[src/rtl/dmem_pkg.sv]
// Shared definitions for the handshaked data memory.
//   - FSM state encoding (IDLE / BUSY / RESP)
//   - latency counter width
//   - byte-lane count helper
package dmem_pkg;

    localparam logic [1:0] IDLE = 2'd0;
    localparam logic [1:0] BUSY = 2'd1;
    localparam logic [1:0] RESP = 2'd2;

    // Wide enough for LATENCY-1 with LATENCY up to 15.
    localparam int CNT_W = 4;

    function automatic int lane_count(input int data_w);
        return data_w / 8;
    endfunction

endpackage

[src/rtl/dmem_array.sv]
// Storage array for dmem_hs with per-lane byte-enable writes and a
// registered read port.
//   clk      in  clock, rising edge
//   rst      in  asynchronous active-high reset (read register only)
//   wr_en_i  in  commit a write at this edge
//   rd_en_i  in  capture memory_array[addr_i] into rdata_o at this edge
//   clr_i    in  zero rdata_o at this edge (error response)
//   addr_i   in  word address, guaranteed < DEPTH when wr_en_i/rd_en_i
//   wdata_i  in  write data
//   be_i     in  byte enables, one per 8-bit lane
//   rdata_o  out registered read data; zeroed by writes and clr_i
module dmem_array
    import dmem_pkg::*;
#(
    parameter int DATA_W = 16,
    parameter int ADDR_W = 8,
    parameter int DEPTH  = 256
) (
    input  logic                          clk,
    input  logic                          rst,
    input  logic                          wr_en_i,
    input  logic                          rd_en_i,
    input  logic                          clr_i,
    input  logic [ADDR_W-1:0]             addr_i,
    input  logic [DATA_W-1:0]             wdata_i,
    input  logic [lane_count(DATA_W)-1:0] be_i,
    output logic [DATA_W-1:0]             rdata_o
);

    localparam int LANES = lane_count(DATA_W);

    logic [DATA_W-1:0] memory_array [DEPTH];
    logic [DATA_W-1:0] rdata_q;

    // NOTE: the storage array has no reset branch; resetting a RAM would
    // forbid mapping it onto memory macros and is not needed functionally.
    always_ff @(posedge clk) begin
        if (wr_en_i) begin
            for (int b = 0; b < LANES; b++) begin
                if (be_i[b]) begin
                    memory_array[addr_i][8*b +: 8] <= wdata_i[8*b +: 8];
                end
            end
        end
    end

    // NOTE: sequential state is always assigned with <= so every register
    // samples the values from before the edge.
    always_ff @(posedge clk or posedge rst) begin
        if (rst) begin
            rdata_q <= '0;
        end else if (rd_en_i) begin
            rdata_q <= memory_array[addr_i];
        end else if (wr_en_i || clr_i) begin
            rdata_q <= '0;
        end
    end

    assign rdata_o = rdata_q;

endmodule

[src/rtl/dmem_hs.sv]
// Handshaked data memory: valid/ready request channel, valid/ready response
// channel, programmable access latency, one outstanding access at a time.
//   clk        in  clock, rising edge
//   rst        in  asynchronous active-high reset
//   req_valid  in  request present
//   req_ready  out block can accept a request (IDLE and not in reset)
//   req_we     in  1 = write, 0 = read
//   req_addr   in  word address
//   req_wdata  in  write data
//   req_be     in  byte enables (writes only)
//   rsp_valid  out response present
//   rsp_ready  in  consumer accepts response
//   rsp_rdata  out read data; 0 for writes and errors
//   rsp_err    out address was >= DEPTH
module dmem_hs
    import dmem_pkg::*;
#(
    parameter int DATA_W  = 16,
    parameter int ADDR_W  = 8,
    parameter int DEPTH   = 256,
    parameter int LATENCY = 2
) (
    input  logic                          clk,
    input  logic                          rst,
    input  logic                          req_valid,
    output logic                          req_ready,
    input  logic                          req_we,
    input  logic [ADDR_W-1:0]             req_addr,
    input  logic [DATA_W-1:0]             req_wdata,
    input  logic [lane_count(DATA_W)-1:0] req_be,
    output logic                          rsp_valid,
    input  logic                          rsp_ready,
    output logic [DATA_W-1:0]             rsp_rdata,
    output logic                          rsp_err
);

    localparam int LANES = lane_count(DATA_W);
    // One extra bit so DEPTH == 2**ADDR_W is representable.
    localparam logic [ADDR_W:0] DEPTH_L = (ADDR_W + 1)'(DEPTH);

    logic [1:0]        state_q, state_d;
    logic [CNT_W-1:0]  cnt_q, cnt_d;
    logic              we_q;
    logic [ADDR_W-1:0] addr_q;
    logic [DATA_W-1:0] wdata_q;
    logic [LANES-1:0]  be_q;
    logic              rsp_err_q;

    logic accept;
    logic access;
    logic in_range;

    // State register
    always_ff @(posedge clk or posedge rst) begin
        if (rst) begin
            state_q <= IDLE;
            cnt_q   <= '0;
        end else begin
            state_q <= state_d;
            cnt_q   <= cnt_d;
        end
    end

    // Next-state logic
    // NOTE: every variable written here gets a default first, so no path
    // leaves it unassigned and no latch is inferred.
    always_comb begin
        state_d = state_q;
        cnt_d   = cnt_q;
        unique case (state_q)
            IDLE: begin
                if (req_valid) begin
                    state_d = BUSY;
                    cnt_d   = CNT_W'(LATENCY - 1);
                end
            end
            BUSY: begin
                if (cnt_q != '0) begin
                    cnt_d = cnt_q - CNT_W'(1);
                end else begin
                    state_d = RESP;
                end
            end
            RESP: begin
                if (rsp_ready) begin
                    state_d = IDLE;
                end
            end
            default: state_d = IDLE;
        endcase
    end

    // Output logic
    always_comb begin
        accept    = (state_q == IDLE) && req_valid;
        access    = (state_q == BUSY) && (cnt_q == '0);
        // Gated by rst directly so ready drops the moment reset asserts.
        req_ready = (state_q == IDLE) && !rst;
        rsp_valid = (state_q == RESP);
    end

    // Request inputs are captured only at the accept edge.
    always_ff @(posedge clk or posedge rst) begin
        if (rst) begin
            we_q    <= 1'b0;
            addr_q  <= '0;
            wdata_q <= '0;
            be_q    <= '0;
        end else if (accept) begin
            we_q    <= req_we;
            addr_q  <= req_addr;
            wdata_q <= req_wdata;
            be_q    <= req_be;
        end
    end

    assign in_range = {1'b0, addr_q} < DEPTH_L;

    always_ff @(posedge clk or posedge rst) begin
        if (rst) begin
            rsp_err_q <= 1'b0;
        end else if (access) begin
            rsp_err_q <= !in_range;
        end
    end

    dmem_array #(
        .DATA_W (DATA_W),
        .ADDR_W (ADDR_W),
        .DEPTH  (DEPTH)
    ) u_array (
        .clk     (clk),
        .rst     (rst),
        .wr_en_i (access && in_range && we_q),
        .rd_en_i (access && in_range && !we_q),
        .clr_i   (access && !in_range),
        .addr_i  (addr_q),
        .wdata_i (wdata_q),
        .be_i    (be_q),
        .rdata_o (rsp_rdata)
    );

    assign rsp_err = rsp_err_q;

endmodule

[config.mk]
export PLATFORM = sky130hd
export DESIGN_NAME = dmem_hs
export DESIGN_NICKNAME = d
export VERILOG_FILES = /design/src/rtl/dmem_pkg.sv /design/src/rtl/dmem_array.sv /design/src/rtl/dmem_hs.sv
export SDC_FILE = /design/constraint.sdc
export NUM_CORES = 2
export LEC_CHECK = 0
export CAP_MARGIN = 10
export CORE_MARGIN = 5
export CORE_UTILIZATION = 35
export CTS_CLUSTER_DIAMETER = 120
export CTS_CLUSTER_SIZE = 10
export DETAILED_ROUTE_END_ITERATION = 12
export SYNTH_ARGS = -nofsm -noshare
export SYNTH_HDL_FRONTEND = slang
export SYNTH_SLANG_ARGS = --single-unit
[constraint.sdc]
create_clock -name clk -period 9.3 [get_ports clk]
set_input_delay 1.86 -clock clk [delete_from_list [all_inputs] [get_ports clk]]
set_output_delay 1.86 -clock clk [all_outputs]
set_load 0.01 [all_outputs]
; ---- Word-level counts from Yosys, hierarchy flattened
; Memory sizes are Yosys's and may differ from the RTL's.
; Index checks and enable logic that the tools add are counted.
[totals]
register_bits = 49
mem_bits_rw = 4096
in_bits = 31
out_inout_bits = 19
word_cells = 44
memories = 1
[memory_table]
columns = memory, words, word_bits, read_ports, rd_clocked_by_memory_dff, write_ports, line_no
row1 = u_array.memory_array, 256, 16, 1, 0, 1, dmem_array.sv:32  ; logic [DATA_W-1:0] memory_array [DEPTH];
[classes]
add_sub_neg = 1
n_eq_ne = 6
n_mux = 15
n_reduce_logical = 14
[op_table]
columns = operator, n
row1 = 2-to-1 mux 16 bit, 2
row2 = 2-to-1 mux 4 bit, 2
row3 = one-hot mux 4 bit (2 select lines), 1
row4 = 2-to-1 mux 1 bit, 6
row5 = 2-to-1 mux 2 bit, 3
row6 = "!= test 2 bit, second input constant", 3
row7 = one-hot mux 2 bit (3 select lines), 1
row8 = AND reduction 3 bit, 2
row9 = logical AND 1 bit, 5
row10 = logical NOT 4 bit, 1
row11 = nonzero test 2 bit, 2
row12 = nonzero test 4 bit, 1
row13 = "subtractor 4 x 1 -> 4 bit, second input constant", 1
row14 = "equality test 2 x 1 -> 1 bit, second input constant", 1
row15 = "equality test 2 bit, second input constant", 1
row16 = logical NOT 1 bit, 2
row17 = logical NOT 2 bit, 1
row18 = "!= test 2 x 1 -> 1 bit, second input constant", 1

; ---- Logic depth before layout (Yosys ltp)
[logic_depth]
word_depth = 5
ltp_mapped = 12
mapped_depth_nobuf = 9

; ---- Modules after synthesis
; A second synthesis with hierarchy kept.
[unflattened]
cells_unflattened = 7976
hier_area_um2 = 161029.4
[modules_own_cells]
columns = mod, instances, cells_per_inst, area_per_inst_um2, seq_area_each_um2
row1 = dmem_array, 1, 7875, 159556.8, 123398.3
row2 = dmem_hs, 1, 101, 1472.7, 825.8

; ---- Worst setup path before layout
; Ideal clock, no wire load.
[synth_path]
kind = register to register
start = register wdata_q[0]
end = memory u_array.memory_array[0][0], data pin
setup_ns = 0.803
t_arrival_ns = 3.181
required_time_ns = 8.497
path_slack_ns = 5.316
stages_incl_launch_ff = 1
n_path_buf = 0
period_less_slack_ns = 3.984
path_cell_list = dfrtp_1
[synth_lines]
columns = item, line_no
row1 = "start, declared", dmem_hs.sv:45  ; logic [DATA_W-1:0] wdata_q;
row2 = "start signal, assigned", dmem_hs.sv:112  ; wdata_q <= req_wdata;
row3 = "end, declared", dmem_array.sv:32
; Straight into the memory's write port.

; ---- Final worst setup path
[layout_path]
start = register addr_q[0]
end = register u_array.rdata_q[0], in the netlist u_array.rdata_o[0]
[layout_via]
elab_chain_cells = 2
[layout_rtl]
columns = item, line_no
row1 = "start, declared", dmem_hs.sv:44  ; logic [ADDR_W-1:0] addr_q;
row2 = "start signal, assigned", dmem_hs.sv:111  ; addr_q <= req_addr;
row3 = memory (256 x 16 bit), -
row4 = 2-to-1 mux 16 bit, dmem_array.sv:52  ; end else if (rd_en_i) begin
row5 = "end signal, assigned", dmem_array.sv:53  ; rdata_q <= memory_array[addr_i];
row6 = "end, declared", dmem_array.sv:33  ; logic [DATA_W-1:0] rdata_q;
; No other way between the ends.
; A chain may end at the register's enable or synchronous reset.

==> qor.txt <==
WHS Endpoint: cnt_q[1]
Pwr dens: 312 nW/um^2
Sequential area share after synthesis: 77.6%
Worst-case reg-to-reg path depth: 10
Final ANT Viol Nets: 0
Via count: 79,400
Worst-skew pair later-pin latency: 0.95 ns
Hold path cells: 1
Synth-to-Final Area Change: 12.4%
CP Capture Type: flop
Most frequent cell after synthesis: edfxtp_1
Worst-path clk slew: 0.06 ns
Slowest CP cell: dfrtp_4
Total GRT Usage: 17.2%
Sw Share: 32.8%
Comb pwr share: 28.5%
Int Power: 37.7 mW
Hold Vio Cnt, Final: 0
Crit-path most repeated cell: buf_4
Share of layout cells above drive strength 1: 19.9%
Routed wire length: 415,000 um
Ys Warns: 0
Hpwl dp: 249,000 um
Net Switching: 18.4 mW
Avg WL per Cell: 29.3 um
Hold buffers post-CTS: 0
Starting DRT DRC Count: 9,825
Synth Area per Inst: 20.5 sq um
Via/cell ratio: 5.61
Minimum hold slack: 0.587 ns
Hold Startpoint: cnt_q[1]
Fmax: 0.191 GHz
Leakage: 55.0 nW
Final slew viol count: 0
Post-Route Setup TNS: 0 ns
RR Startpoint: addr_q[0]
Initial Utilization: 35.1%
Worst vdd ir: 0.719 mV
CP Launch Type: flop
Yosys reg bits: 4,145
DP Area: 168,000 sq um
R2r setup slk: 4.06 ns
Synth top cells by count: edfxtp_1 (4,096), mux4_2 (830), nor2_1 (615)
Die W: 686 um
Maxcap violations: 0
Min Tclk post-route: 5.24 ns
Largest area contributor in the netlist: edfxtp_1
Top-area cell type share of the netlist area: 76.8%
Synth cell types: 63
H-tree depth: 5
Worst Tran Pin Value: 1.48 ns
I/O pin count: 50
Placeable Area: 456,000 sq um
Die area: 471,000 sq um
Gates resized, CTS repair: 0
Cells after Synth: 7,811
Design area: 180,000 sq um
Crit path cell chain: buf_12 -> nor2b_4 -> buf_4 -> buf_4 -> a22oi_1 -> nand3_1 -> nand4_1 -> nor3_1 -> a2bb2oi_1 -> a211oi_1
Antenna violations before repair: 17
Max clock buf depth: 4
Net Count, Synth: 7,844
Num CTS Buffers: 457
WP data required: 10.09 ns
Fin Clk Skew: 0.0593 ns
Number of setup violations in the final report: 0
Post-synth ARST share: 1.18%
Fraction of the cycle the final worst path needs: 56.4%
CTS tree: built
Post-synth EDFFs: 4,096
First-pass GRT wire length: 595,000 um
Worst min path class: reg2reg
Reg power frac: 43.5%
Largest net degree at the start of global routing: 208
Die Y: 686 um
Synth Cell Area: 160,000 sq um
Row cnt: 248
Ys flop type: edfxtp_1
Critical path type: reg2reg
Final RePlAce weighted congestion: 0.836
CP Max Fanout: 92
Ranking of synthesized cells by area: edfxtp_1 (77%), mux4_2 (12%), mux2i_1 (2.8%)
Setup Fix Bufs, Post-CTS: 0
Arrival @ worst endpoint: 6.03 ns
Status: finished clean
Slew headroom: 1.22%
IO Port Bufs: 48
Reg2reg end: u_array.rdata_o[0]
Vias in the first global route: 80,400
Layout net count: 8,024
Critical path's largest stage delay: 0.74 ns
CTS Root Cell: clkbuf_16
DRC viols: 0
Clock power frac: 28.0%
RSZ-0062 raised after global routing: false
Clk sinks: 4,145
Global route overflow: 0
TritonRoute pass-1 iters: 6
## sequential cells by signal, indices dropped and copies added (netlist names)
signal and cells:
u_array.memory_array 4096, u_array.rdata_o 16, wdata_q 16, addr_q 8, cnt_q 4, be_q 2
state_q 2, we_q 1
## routing by layer
| layer | track usage, % | up-vias | part of all wire (%) |
|---|---|---|---|
| li1 | - | 32500 | - |
| met1 | 24.0 | 42300 | 41 |
| met2 | 27.3 | 3840 | 48 |
| met3 | 3.48 | 642 | 8.6 |
| met4 | 4.90 | 6 | 3.0 |
| met5 | 0 | - | 0.0084 |
## power groups by stage
stage | registers [mW] | clock network [mW] | logic (mW)
floorplan | 25.9 | 0 | 8.65
global placement | 24.7 | 0 | 15.9
detailed placement | 24.8 | 0 | 16.1
CTS | 24.4 | 16.0 | 16.1
global route | 24.4 | 16.8 | 16.8
finish | 24.4 | 15.7 | 16.0
## worst max-delay path, delay by kind of cell, from the launching register on
kind	cells	cell delay, ns
flops	1	0.74
compound gates	3	0.87
buf+inv	3	1.43
simple gates	4	1.72
## final cells by class
type / instances / area (sq um)
fill: 40100 / 276000
sequential: 4145 / 124000
multi-input combinational: 3167 / 33800
clock buffer: 601 / 12100
tap: 6000 / 7510
timing repair buffer: 212 / 1900
clock inverter: 17 / 269
inverter: 8 / 35.0
antenna: 3 / 7.51
## kinds of logic after synthesis
logic type	Yosys count	share of synthesized area [%]
other	1	0.00234
buffers and inverters	499	1.46
AOI/OAI and AO/OA	737	3.13
muxes	1335	14.9
adders and majority gates	2	0.0156
xor gates and xnor gates	2	0.0109
and+or+nand+nor	1090	2.90
DFF	4145	77.6
## through the flow
step	total power [mW]	util, %	setup slack, ns	cells
final	56.1	39.4	4.06	14200
after CTS	56.4	39.4	3.99	14200
after global routing	58.0	39.4	3.89	14200
after detailed placement	40.8	36.7	4.02	13500
after floorplan	34.5	-	5.32	7811
after global placement	40.6	36.7	3.64	13500
## cell usage in the layout (no fill, tap or decap), drive strengths merged, types with 8 or more instances in the layout
master and instances:
or2 17, clkbuf 601, clkinv 8, buf 164, nor4 16, nor3 20, a32o 15, inv 16
o221ai 31, a22oi 164, nor2 617, nand2 192, a21oi 138, dfrtp 49, edfxtp 4096, a211o 15
o211ai 34, o21ai 114, mux4 830, a221oi 46, a41o 15, a211oi 17, a32oi 16, nor2b 10
o311ai 15, clkdlybuf4s50 48, mux2 58, nand3 145, a31oi 15, mux2i 447, o22ai 92, nand4 42
## worst max path at each step
stage,startpoint,to,slack [ns],cells after the start
2_1_floorplan,wdata_q[0],u_array.memory_array[0][0],5.32,0
3_3_place_gp,addr_q[1],u_array.rdata_o[8],3.64,8
3_5_place_dp,addr_q[0],u_array.rdata_o[0],4.02,10
4_1_cts,addr_q[0],u_array.rdata_o[0],3.99,10
5_1_grt,addr_q[0],u_array.rdata_o[0],3.89,10
6_report,addr_q[0],u_array.rdata_o[0],4.06,10
Power figures use the tool's default switching activity.
